==> src/rtl/piradip_barrel_shifter.sv <==
// Pipelined AXI-stream barrel shifter (LSL/LSR/ASR/ROL), one mux stage per shift bit.
// Define PIRADIP_SHIFTER_SKID_EN to add a 2-entry input skid buffer with a registered s_axis_tready.
`timescale 1ns/1ps

module piradip_barrel_shifter #(
  parameter int DATA_WIDTH     = 32,
  parameter int SHIFT_WIDTH    = $clog2(DATA_WIDTH) + 1,
  parameter int STAGES_PER_REG = 1,
  parameter int USER_WIDTH     = 1
) (
  input  logic                   aclk,
  input  logic                   aresetn,
  input  logic [DATA_WIDTH-1:0]  s_axis_tdata,
  input  logic [SHIFT_WIDTH-1:0] s_axis_tshift,
  input  logic [1:0]             s_axis_tmode,
  input  logic [USER_WIDTH-1:0]  s_axis_tuser,
  input  logic                   s_axis_tlast,
  input  logic                   s_axis_tvalid,
  output logic                   s_axis_tready,
  output logic [DATA_WIDTH-1:0]  m_axis_tdata,
  output logic [USER_WIDTH-1:0]  m_axis_tuser,
  output logic                   m_axis_tlast,
  output logic                   m_axis_tvalid,
  input  logic                   m_axis_tready
);

  typedef enum logic [1:0] {
    MODE_LSL = 2'b00,
    MODE_LSR = 2'b01,
    MODE_ASR = 2'b10,
    MODE_ROL = 2'b11
  } mode_e;

  // Everything a beat needs travels together; sign is the original operand MSB used for ASR fill.
  typedef struct packed {
    logic [DATA_WIDTH-1:0]  data;
    logic [SHIFT_WIDTH-1:0] shift;
    mode_e                  mode;
    logic                   sign;
    logic [USER_WIDTH-1:0]  user;
    logic                   last;
  } beat_t;

  localparam int SPR_SAFE = (STAGES_PER_REG == 0) ? 1 : STAGES_PER_REG;

  if (DATA_WIDTH < 2 || (DATA_WIDTH & (DATA_WIDTH - 1)) != 0) begin : g_bad_width
    $error("DATA_WIDTH must be a power of two >= 2");
  end
  if (SHIFT_WIDTH < 1 || SHIFT_WIDTH > 30) begin : g_bad_shift
    $error("SHIFT_WIDTH out of range");
  end
  if (STAGES_PER_REG < 0) begin : g_bad_spr
    $error("STAGES_PER_REG must be >= 0");
  end

  beat_t in_beat;
  beat_t head_beat;
  logic  head_valid;
  logic  head_ready;

  assign in_beat = '{
    data:  s_axis_tdata,
    shift: s_axis_tshift,
    mode:  mode_e'(s_axis_tmode),
    sign:  s_axis_tdata[DATA_WIDTH-1],
    user:  s_axis_tuser,
    last:  s_axis_tlast
  };

`ifdef PIRADIP_SHIFTER_SKID_EN
  beat_t      skid_mem [2];
  logic [1:0] skid_cnt;
  logic [1:0] skid_cnt_nxt;
  logic       skid_wr;
  logic       skid_rd;
  logic       skid_ready_q;
  logic       skid_push;
  logic       skid_pop;

  assign skid_push    = s_axis_tvalid & skid_ready_q;
  assign skid_pop     = head_valid & head_ready;
  assign skid_cnt_nxt = skid_cnt + {1'b0, skid_push} - {1'b0, skid_pop};

  always_ff @(posedge aclk or negedge aresetn) begin
    if (!aresetn) begin
      // NOTE: the skid entries are cleared on reset as well, so a discarded beat can never resurface.
      skid_mem[0]  <= '0;
      skid_mem[1]  <= '0;
      skid_cnt     <= '0;
      skid_wr      <= 1'b0;
      skid_rd      <= 1'b0;
      skid_ready_q <= 1'b0;
    end else begin
      if (skid_push) begin
        skid_mem[skid_wr] <= in_beat;
        skid_wr           <= ~skid_wr;
      end
      if (skid_pop) begin
        skid_rd <= ~skid_rd;
      end
      skid_cnt     <= skid_cnt_nxt;
      // Ready looks one beat ahead so it can come straight from a flop.
      skid_ready_q <= (skid_cnt_nxt != 2'd2);
    end
  end

  assign head_beat     = skid_mem[skid_rd];
  assign head_valid    = (skid_cnt != 2'd0);
  assign s_axis_tready = skid_ready_q;
`else
  assign head_beat     = in_beat;
  assign head_valid    = s_axis_tvalid;
  assign s_axis_tready = head_ready & aresetn;
`endif

  for (genvar i = 0; i < SHIFT_WIDTH; i++) begin : g_stage
    localparam int DIST   = 1 << i;
    localparam bit IS_REG = (STAGES_PER_REG != 0) &&
                            ((((i + 1) % SPR_SAFE) == 0) || (i == SHIFT_WIDTH - 1));

    beat_t stage_in;
    beat_t mux_beat;
    beat_t out_beat;
    logic  in_valid;
    logic  in_ready;
    logic  out_valid;
    logic  out_ready;

    if (i == 0) begin : g_first
      assign stage_in = head_beat;
      assign in_valid = head_valid;
    end else begin : g_chain
      assign stage_in = g_stage[i-1].out_beat;
      assign in_valid = g_stage[i-1].out_valid;
    end

    if (i == SHIFT_WIDTH - 1) begin : g_last
      assign out_ready = m_axis_tready;
    end else begin : g_mid
      assign out_ready = g_stage[i+1].in_ready;
    end

    if (DIST >= DATA_WIDTH) begin : g_sat
      // Distances at or beyond the word width saturate; rotate wraps, so it is a no-op here.
      always_comb begin
        // NOTE: default the whole output first so no path through the case leaves it unassigned (no latch).
        mux_beat = stage_in;
        if (stage_in.shift[i]) begin
          case (stage_in.mode)
            MODE_LSL, MODE_LSR: mux_beat.data = '0;
            MODE_ASR:           mux_beat.data = {DATA_WIDTH{stage_in.sign}};
            default:            mux_beat.data = stage_in.data;
          endcase
        end
      end
    end else begin : g_shift
      always_comb begin
        mux_beat = stage_in;
        if (stage_in.shift[i]) begin
          case (stage_in.mode)
            MODE_LSL: mux_beat.data = {stage_in.data[DATA_WIDTH-1-DIST:0], {DIST{1'b0}}};
            MODE_LSR: mux_beat.data = {{DIST{1'b0}}, stage_in.data[DATA_WIDTH-1:DIST]};
            MODE_ASR: mux_beat.data = {{DIST{stage_in.sign}}, stage_in.data[DATA_WIDTH-1:DIST]};
            default:  mux_beat.data = {stage_in.data[DATA_WIDTH-1-DIST:0],
                                       stage_in.data[DATA_WIDTH-1:DATA_WIDTH-DIST]};
          endcase
        end
      end
    end

    if (IS_REG) begin : g_reg
      beat_t beat_q;
      logic  valid_q;

      // A full stage still accepts when its contents leave in the same cycle.
      assign in_ready = ~valid_q | out_ready;

      always_ff @(posedge aclk or negedge aresetn) begin
        if (!aresetn) begin
          valid_q <= 1'b0;
          beat_q  <= '0;
        end else begin
          // NOTE: state is updated with non-blocking assignments so every stage samples pre-edge values.
          if (in_ready) begin
            valid_q <= in_valid;
          end
          if (in_valid && in_ready) begin
            beat_q <= mux_beat;
          end
        end
      end

      assign out_beat  = beat_q;
      assign out_valid = valid_q;
    end else begin : g_comb
      assign in_ready  = out_ready;
      assign out_beat  = mux_beat;
      assign out_valid = in_valid;
    end
  end

  beat_t tail;
  logic  unused_tail;

  assign head_ready    = g_stage[0].in_ready;
  assign tail          = g_stage[SHIFT_WIDTH-1].out_beat;
  assign m_axis_tdata  = tail.data;
  assign m_axis_tuser  = tail.user;
  assign m_axis_tlast  = tail.last;
  assign m_axis_tvalid = g_stage[SHIFT_WIDTH-1].out_valid & aresetn;
  assign unused_tail   = ^{tail.shift, tail.mode, tail.sign};

endmodule

==> config.mk <==
export PLATFORM = sky130hd
export DESIGN_NAME = piradip_barrel_shifter
export DESIGN_NICKNAME = d
export VERILOG_FILES = /design/src/rtl/piradip_barrel_shifter.sv
export SDC_FILE = /design/constraint.sdc
export NUM_CORES = 1
export LEC_CHECK = 0
export BUFFER_PORTS_ARGS = -buffer_cell sky130_fd_sc_hd__clkbuf_2
export CAP_MARGIN = 40
export CORE_UTILIZATION = 62
export DETAILED_ROUTE_END_ITERATION = 8
export GPL_TIMING_DRIVEN = 0
export PLACE_DENSITY = 0.8
export RECOVER_POWER = 50
export SETUP_SLACK_MARGIN = 0.1
export SYNTH_ARGS = -nofsm -noshare
export SYNTH_HDL_FRONTEND = slang
export SYNTH_SLANG_ARGS = --single-unit
==> constraint.sdc <==
create_clock -name aclk -period 2.04 [get_ports aclk]
set_input_delay 0.102 -clock aclk [delete_from_list [all_inputs] [get_ports aclk]]
set_output_delay 0.102 -clock aclk [all_outputs]
set_load 0.01 [all_outputs]
==> impl_metrics.yaml, run 1 <==
cells_and_area:
  n_antenna_cell: 0
  drive_above_1_share_pct: 18.9
  fin_cells: 1733
  area_growth_pct: 15.8
  nNetsFinal: 1485
  final_core_util_pct: 73.6
sta:
  clock_skew_ns: 0.00774
  grt_setup_unrepaired: "yes"
  timing.fmax_ghz: 0.512
  maxSlewViolCount: 0
  finalWorstSetupSlack_ns: 0.0850
  period_needed_ns: 1.96
  relSlewSlack_pct: 48.7
  tightestPinTransition_ns: 0.770
  holdWs_ns: 0.0209
  hold_violations: 0
  fin_crit_sh_pct: 95.8
  finalSetupViolCount: 0
setup_path:
  crit_arrival_ns: 1.85
  slowest_stage: "dfrtp_1"
  start_kind: "flop"
  crit_type: "flop to output port"
  cpPeakStageDelay_ns: 0.60
  end_kind: "output port"
  path_max_fanout: 9
  crit_chain: "nand3_1, nor2_4, nor2b_1, clkbuf_2"
  reg2reg_depth: 6
  cp.required_ns: 1.94
placement:
  hpwl_mm: 27.5
  gp_congestion: 0.969
  post-place-ws_ns: -0.0261
  placedCellCount: 1641
  io_buffers: 80
logic_synthesis:
  ys_ff_latch: 240
  ys_warn_count: 0
  yosysTopAreaCell: "dfrtp_1"
  synth_most_common_cell: "dfrtp_1"
  synth_area_leaders: "dfrtp_1 45%, mux2i_1 7.5%, a21oi_1 4.8%"
  ys.flop_type: "dfrtp_1"
  netlist.area_leader.share_pct: 44.8
  synth_cell_types: 48
  async_reset_ff_share_pct: 100
  ys_seq_area_share_pct: 44.8
  synth_edf_count: 0
  synth.cell_area_sq_um: 13400
  syn_area_per_cell_sq_um: 10.4
  synth_nets: 1330
  ys_top_cells_by_count: "240 x dfrtp_1, 128 x a21oi_1, 128 x o21ai_0"
  syn_inst: 1284
route:
  wl_per_cell_um: 22.4
  wirelength_mm: 38.8
  via_count: 11400
  drtPass1Iterations: 5
  via_per_inst: 6.55
  drc: 0
  ant_nets: 0
  drtIter0Drc: 1028
worst_hold_path:
  min_path_cells: 3
  hp-class: "input pin to flop"
clock_network:
  numCtsBuffers: 26
  cts_buffer_depth: 3
  clock_sinks: 240
  clkLatencyLatePin_ns: 0.54
  clk_pin_slew_ns: 0.06
  htree_levels: 1
  cts_tree: "yes"
  root_buffer: "clkbuf_16"
power:
  p_per_area_nw_per_um2: 1470
  leakage_nw: 6.64
  peakVddDrop_mv: 0.785
  finalPower_mw: 22.9
grt:
  grt_pass1_vias: 11400
  grt_max_degree: 99
  overflow: 0
  grt_pass1_wl_mm: 62.3
  track_usage_pct: 36.0
  antenna_found_initial: 0
outcome:
  outcome: "finished clean"
floorplan:
  pin_count: 82
  rows: 53
  start_util_pct: 63.6
  die_area_sq_um: 22200
  core_sq_um: 21100
  die_w_um: 149
  die_h_um: 149
flow_run:
  maxCapViolCount: 0
-- cell usage in the layout (no fill, tap or decap), types with 3 or more instances in the layout --
cell	count
a211oi_1	23
a21oi_1	128
a221oi_1	20
a22oi_1	16
and2_1	5
and3b_1	3
buf_2	20
buf_4	13
buf_6	15
clkbuf_1	116
clkbuf_16	27
clkbuf_2	50
clkbuf_8	9
dfrtp_1	240
dlygate4sd3_1	42
inv_1	102
mux2_2	56
mux2_4	6
mux2i_1	100
nand2_1	4
nand2b_1	76
nand4_1	18
nor2_1	17
o211ai_1	32
o21ai_0	128
o2bb2ai_1	16
o31ai_1	16
o32ai_1	55
o32ai_2	38
or2b_1	4
or2b_2	20
-- cell families after synthesis --
kind of cell,count (synthesis),share of synthesized area [%]
AOI/OAI and AO/OA,479,25.6
xor gates and xnor gates,6,0.728
buffers and inverters,230,7.93
DFF,240,44.8
muxes,164,13.0
and+or+nand+nor,165,7.93
-- stage by stage --
stage	setup TNS, ns	area [sq um]
after floorplan	0	13400
after global placement	-948.98	14200
after detailed placement	-0.103	14200
after CTS	0	15500
after global routing	0	15500
final	0	15500
-- per-layer routing --
layer,vias to the layer above,wire (um),global-route usage (%)
li1,5074,-,-
met1,5592,15800,48.4
met2,579,18100,57.8
met3,109,3420,7.31
met4,0,1430,12.7
met5,-,0,0
-- worst paths after layout --
path / startpoint / to / slack, ns
max: g_stage[1].g_reg.valid_q$_DFFE_PN0P_ / s_axis_tready / 0.08
min: s_axis_tdata[19] / g_stage[0].g_reg.beat_q[30]$_DFFE_PN0P_ / 0.02
max reg2reg: g_stage[3].g_reg.valid_q$_DFFE_PN0P_ / g_stage[2].g_reg.beat_q[10]$_DFFE_PN0P_ / 0.17
min reg2reg: g_stage[4].g_reg.beat_q[42]$_DFFE_PN0P_ / g_stage[4].g_reg.beat_q[42]$_DFFE_PN0P_ / 0.50
max in group asynchronous: aresetn / g_stage[1].g_reg.beat_q[12]$_DFFE_PN0P_ / 0.94
min in group asynchronous: aresetn / m_axis_tdata[19]$_DFFE_PN0P_ / 0.22
-- repair_timing --
item / 4_1_cts / 5_1_grt
gates cloned: 0 / 0
setup buffers: 0 / 6
hold buffers: 42 / 0
endpoints found under the setup margin: 57 / 110
pin swaps: 0 / 1
endpoints found under the hold margin: 136 / 0
resized for setup: 6 / 9
-- area by class of cell --
type,instances,area [sq um]
Clock buffer,44,820
Fill cell,1516,5560
Tap cell,275,344
Clock inverter,3,42.5
Sequential cell,240,6010
Inverter,102,383
Buffer,125,676
Multi-Input combinational cell,814,6370
Timing Repair Buffer,130,887
-- critical path, delay by kind of cell (launching register included) --
kind | cells | cell delay, ns
buffers and inverters | 1 | 0.14
flip-flops | 1 | 0.60
AND/OR/NAND/NOR | 3 | 0.58
-- state kept, by name (all words and copies together), names as in the netlist --
signal / cells
m_axis_tlast: 1
m_axis_tdata: 32
g_stage.g_reg.valid_q: 6
g_stage.g_reg.beat_q: 200
m_axis_tuser: 1
-- power breakdown --
| part | switching (mW) | internal [mW] | leakage, nW |
|---|---|---|---|
| Combinational | 5.18 | 4.06 | 3.34 |
| Clock | 1.96 | 2.84 | 0.419 |
| Sequential | 2.15 | 6.69 | 2.88 |
Power figures use the tool's default switching activity.
==> run 2, diff against run 1 <==
- clock period: 2.04 -> 2.12 ns (I/O delays scaled with it)
==> run 2 against run 1 <==
- design area fell by 0.28%
- count of clock-buffer cells in the layout did not move
- wire length fell by 0.21%
- critical path type unchanged
- clock skew rose by 0.0036 ns
- highest routed layer unchanged
- first-iteration DRC count rose by 8.5%
- largest cell class unchanged
- combinational power fell by 3.3%
- critical endpoint unchanged
- sequential power fell by 4.3%
==> impl_metrics.yaml, run 2 (same netlist as run 1, synthesis figures left out) <==
cells_and_area:
  n_antenna_cell: 0
  drive_above_1_share_pct: 18.5
  layout_commonest_cell: "dfrtp_1"
  largest-register: "g_stage.g_reg.beat_q"
  fillCellCount: 1516
  multi_input_area_sq_um: 6370
  nNetsFinal: 1483
  seq_area_sq_um: 6010
  final_cell_mix: "240 x dfrtp_1, 128 x a21oi_1, 128 x o21ai_0, 119 x clkbuf_1, 102 x inv_1"
  area_growth_pct: 15.5
  largest_reg_flops: 200
  design_area_sq_um: 15500
route:
  wl_per_cell_um: 22.4
  drtPass1Iterations: 5
  ant_nets: 0
  drtIter0Drc: 1115
  wirelength_mm: 38.7
  drc: 0
  via_count: 11400
  via_per_inst: 6.57
clock_network:
  cts_buffer_depth: 3
  numCtsBuffers: 26
  clkLatencyLatePin_ns: 0.54
  htree_levels: 1
  clock_sinks: 240
  clk_pin_slew_ns: 0.06
  root_buffer: "clkbuf_16"
  cts_tree: "yes"
floorplan:
  die_w_um: 149
  die_h_um: 149
  pin_count: 82
  rows: 53
  core_sq_um: 21100
  start_util_pct: 63.6
  die_area_sq_um: 22200
grt:
  overflow: 0
  track_usage_pct: 36.0
  grt_max_degree: 99
  grt_pass1_vias: 11400
  grt_pass1_wl_mm: 62.2
  antenna_found_initial: 0
outcome:
  outcome: "finished clean"
sta:
  maxSlewViolCount: 0
  fin_crit_sh_pct: 91.7
  holdWs_ns: 0.0332
  timing.fmax_ghz: 0.515
  hold_violations: 0
  grt_setup_unrepaired: "no"
  tightestPinTransition_ns: 0.941
  clock_skew_ns: 0.0113
  period_needed_ns: 1.94
  relSlewSlack_pct: 37.3
  finalSetupViolCount: 0
power:
  peakVddDrop_mv: 0.749
  leakage_nw: 6.60
  p_per_area_nw_per_um2: 1420
setup_path:
  path_max_fanout: 10
  end_kind: "output port"
  start_kind: "flop"
  cp.required_ns: 2.01
  crit_type: "flop to output port"
  crit_arrival_ns: 1.84
placement:
  gp_congestion: 0.969
  io_buffers: 80
  hpwl_mm: 27.5
  dpl_cell_area_sq_um: 14200
worst_hold_path:
  hp-class: "input pin to flop"
flow_run:
  maxCapViolCount: 0
run 2: changes by cell type in the layout (fill, tap and decap cells not counted), sizes merged:
cell    change
buf         -4
clkbuf      +2
run 2: worst max-delay path, cell delays in order, from the launching register on:
cell and delay [ns]:
dfrtp_1 0.33, buf_4 0.19, nand4b_4 0.25, nor2_4 0.29, nor2b_1 0.10, clkbuf_2 0.14
run 2: cell type report:
type	count	share of cell area (%)
multi-input combinational	814	41.1
sequential	240	38.8
timing repair buffer	126	5.41
buffer	127	4.40
inverter	102	2.47
tap	275	2.22
clock inverter	3	0.275
clock buffer	44	5.29
run 2: worst paths after layout:
kind / startpoint / to / slack (ns) / cells after the start
setup / recovery: g_stage[3].g_reg.valid_q$_DFFE_PN0P_ / s_axis_tready / 0.18 / 5
hold / removal: s_axis_tshift[0] / g_stage[0].g_reg.beat_q[28]$_DFFE_PN0P_ / 0.03 / 3
setup reg to reg: g_stage[3].g_reg.beat_q[4]$_DFFE_PN0P_ / g_stage[4].g_reg.beat_q[36]$_DFFE_PN0P_ / 0.21 / 4
hold reg to reg: g_stage[4].g_reg.beat_q[42]$_DFFE_PN0P_ / g_stage[4].g_reg.beat_q[42]$_DFFE_PN0P_ / 0.50 / 1
max in group asynchronous: aresetn / g_stage[0].g_reg.beat_q[21]$_DFFE_PN0P_ / 0.45 / 3
min in group asynchronous: aresetn / m_axis_tdata[19]$_DFFE_PN0P_ / 0.19 / 2
run 2: per-layer routing:
layer | track usage, % | vias to the layer above | wire (um)
met5 | 0 | - | 0
met4 | 12.7 | 0 | 1360
met3 | 6.94 | 103 | 3060
met2 | 57.7 | 553 | 18300
met1 | 48.7 | 5661 | 16000
li1 | - | 5057 | -
run 2: repair_timing:
item / CTS / global route
setup buffers: 0 / 2
endpoints found under the setup margin: 31 / 80
pin swaps: 0 / 0
endpoints found under the hold margin: 136 / 0
resized for setup: 3 / 11
hold buffers: 42 / 0
run 2: per-stage QoR:
stage	TNS (ns)	std cells	setup WS [ns]	utilization (%)	power, mW
final	0	1731	0.177	73.4	22.0
after global routing	0	1731	0.123	73.4	23.2
after CTS	0	1730	0.0820	73.6	21.8
after detailed placement	0	1641	0.0539	67.4	17.1
after global placement	-930.55	1639	-3.87	67.1	16.8
after floorplan	0	1284	0.457	-	14.2
run 2: where the power goes:
part           leakage, nW  internal [mW]  total (mW)  switching [mW]
logic                 3.31           3.89        8.93            5.04
registers             2.88           6.44        8.47            2.03
clock network        0.419           2.73        4.61            1.88
==> run 3, diff against run 2 <==
- CORE_ASPECT_RATIO: unset -> 1.25
- CORE_UTILIZATION: 62 -> 64
- CTS_BUF_LIST: unset -> sky130_fd_sc_hd__clkbuf_8
- PLACE_DENSITY: 0.8 -> 0.82
- clock period: 2.12 -> 1.9 ns (I/O delays scaled with it)
==> run 3 against run 2 <==
- first-iteration DRC count fell by 27%
- the run now ends with negative hold slack, negative setup slack left
- flip-flop and latch count unchanged
- critical path depth up 3
- largest power group unchanged
==> impl_metrics.yaml, run 3 (same netlist as run 1, synthesis figures left out) <==
worst_hold_path:
  hp-class: "input pin to asynchronous set/reset pin"
sta:
  timing.fmax_ghz: 0.510
  fin_crit_sh_pct: 103
  holdWs_ns: -0.599
  grt_setup_unrepaired: "yes"
  tightestPinTransition_ns: 1.08
  clock_skew_ns: 0.0324
  finalSetupViolCount: 1
  finalWorstSetupSlack_ns: -0.0612
  period_needed_ns: 1.96
  relSlewSlack_pct: 28.3
  maxSlewViolCount: 0
  hold_violations: 66
placement:
  io_buffers: 80
  placedCellCount: 1636
  hpwl_mm: 28.6
  gp_congestion: 0.986
  post-place-ws_ns: -0.160
floorplan:
  pin_count: 82
  die_w_um: 131
  die_h_um: 164
  rows: 58
  start_util_pct: 66.0
  core_sq_um: 20300
  die_area_sq_um: 21500
cells_and_area:
  n_antenna_cell: 0
  layout_commonest_cell: "dfrtp_1"
  nNetsFinal: 1516
  final_cell_mix: "238 x dfrtp_1, 128 x a21oi_1, 128 x o21ai_0, 111 x inv_1, 100 x mux2i_1"
  final_core_util_pct: 78.1
  drive_above_1_share_pct: 23.4
  largest_reg_flops: 200
  largest-register: "g_stage.g_reg.beat_q"
  fin_cells: 1767
  area_growth_pct: 18.3
power:
  peakVddDrop_mv: 0.705
  leakage_nw: 6.91
  p_per_area_nw_per_um2: 1550
clock_network:
  numCtsBuffers: 39
  cts_tree: "yes"
  clkLatencyLatePin_ns: 0.56
  clk_pin_slew_ns: 0.07
  root_buffer: "clkbuf_8"
  htree_levels: 2
  clock_sinks: 240
  cts_buffer_depth: 3
setup_path:
  worst-path-buf-inv: 5
  cpPeakStageDelay_ns: 0.36
  crit_arrival_ns: 2.35
  slowest_stage: "dfrtp_1"
  start_kind: "flop"
  cp.required_ns: 2.29
  path_max_fanout: 10
  crit_type: "flop to flop"
  crit_chain: "buf_6, and4b_1, buf_6, a31oi_4, buf_12, clkbuf_16, buf_6, o32ai_1"
  path_common_cell: "buf_6"
  end_kind: "flop"
  cp_top_family: "buffers and inverters"
route:
  drtIter0Drc: 811
  via_count: 11500
  drtPass1Iterations: 6
  wl_per_cell_um: 23.5
  via_per_inst: 6.52
  drc: 0
  ant_nets: 0
  wirelength_mm: 41.6
flow_run:
  maxCapViolCount: 0
grt:
  grt_pass1_vias: 11800
  grt_pass1_wl_mm: 62.8
  overflow: 0
  antenna_found_initial: 0
  track_usage_pct: 37.8
  grt_max_degree: 92
outcome:
  outcome: "finished with violations"
  violations: "negative hold slack, negative setup slack"
==> run 3: changes by cell type in the layout (fill, tap and decap cells not counted), moves of 5 or more <==
cell,change
clkbuf_2,+35
o32ai_2,+6
mux2_2,-5
clkbuf_8,+36
clkinv_2,+8
buf_12,+5
clkbuf_1,-45
dlygate4sd3_1,+6
clkbuf_16,-26
inv_1,+9
buf_4,+7
o32ai_1,-7
mux2_4,+5
==> run 3: metal layers <==
layer	up-vias	GRT usage (%)	part of all wire, %
li1	5137	-	-
met1	5548	37.1	34
met2	605	72.1	53
met3	228	5.68	5.1
met4	0	28.0	8.6
met5	-	0	0
==> run 3: repair_timing <==
item	in CTS	in global routing
gates cloned	0	2
hold buffers	46	4
pin swaps	1	7
buffers inserted	2	12
hold endpoints to repair	108	150
resized for setup	19	56
setup endpoints to repair	144	180
==> run 3: path summary, 6_finish.rpt <==
check	startpoint	end	slack (ns)	depth (start not counted)
hold / removal	aresetn	m_axis_tdata[18]$_DFFE_PN0P_	-0.60	1
hold reg to reg	g_stage[4].g_reg.beat_q[0]$_DFFE_PN0P_	m_axis_tlast$_DFFE_PN0P_	0.49	1
max in group asynchronous	aresetn	g_stage[3].g_reg.beat_q[16]$_DFFE_PN0P_	0.32	4
setup / recovery	g_stage[3].g_reg.valid_q$_DFFE_PN0P_	g_stage[0].g_reg.beat_q[20]$_DFFE_PN0P_	-0.06	8
setup reg to reg	g_stage[3].g_reg.valid_q$_DFFE_PN0P_	g_stage[0].g_reg.beat_q[20]$_DFFE_PN0P_	-0.06	8
min in group aclk	s_axis_tdata[30]	g_stage[0].g_reg.beat_q[42]$_DFFE_PN0P_	0.02	4
==> run 3: worst register-to-register path: cells and delay by family (launching register included) <==
family / cells / cell delay (ns)
and+or+nand+nor: 1 / 0.24
buffers and inverters: 5 / 0.83
AOI/OAI and AO/OA: 2 / 0.36
DFF: 1 / 0.36
==> run 3: final cells by class <==
class                      count  area (sq um)
clock buffer                  44           606
fill                        1304          4460
buffer                       125           741
timing repair buffer         148          1110
tap                          270           338
inverter                     102           383
sequential                   240          6010
clock inverter                24           191
multi-input combinational    814          6480
==> run 3: through the flow <==
step	hold slack (ns)	TNS (ns)	area [sq um]	power [mW]
2_1_floorplan	-0.201	0	13400	15.8
3_3_place_gp	0.327	-940.48	14200	18.8
3_5_place_dp	0.115	-4.50	14200	19.1
4_1_cts	-0.461	-0.0726	15500	23.9
5_1_grt	-0.570	-0.120	15900	25.9
6_report	-0.599	-0.0612	15900	24.6
==> run 3: report_power, final <==
group | internal (mW) | switching (mW)
registers | 7.19 | 2.11
logic | 4.69 | 5.95
clock network | 2.54 | 2.13
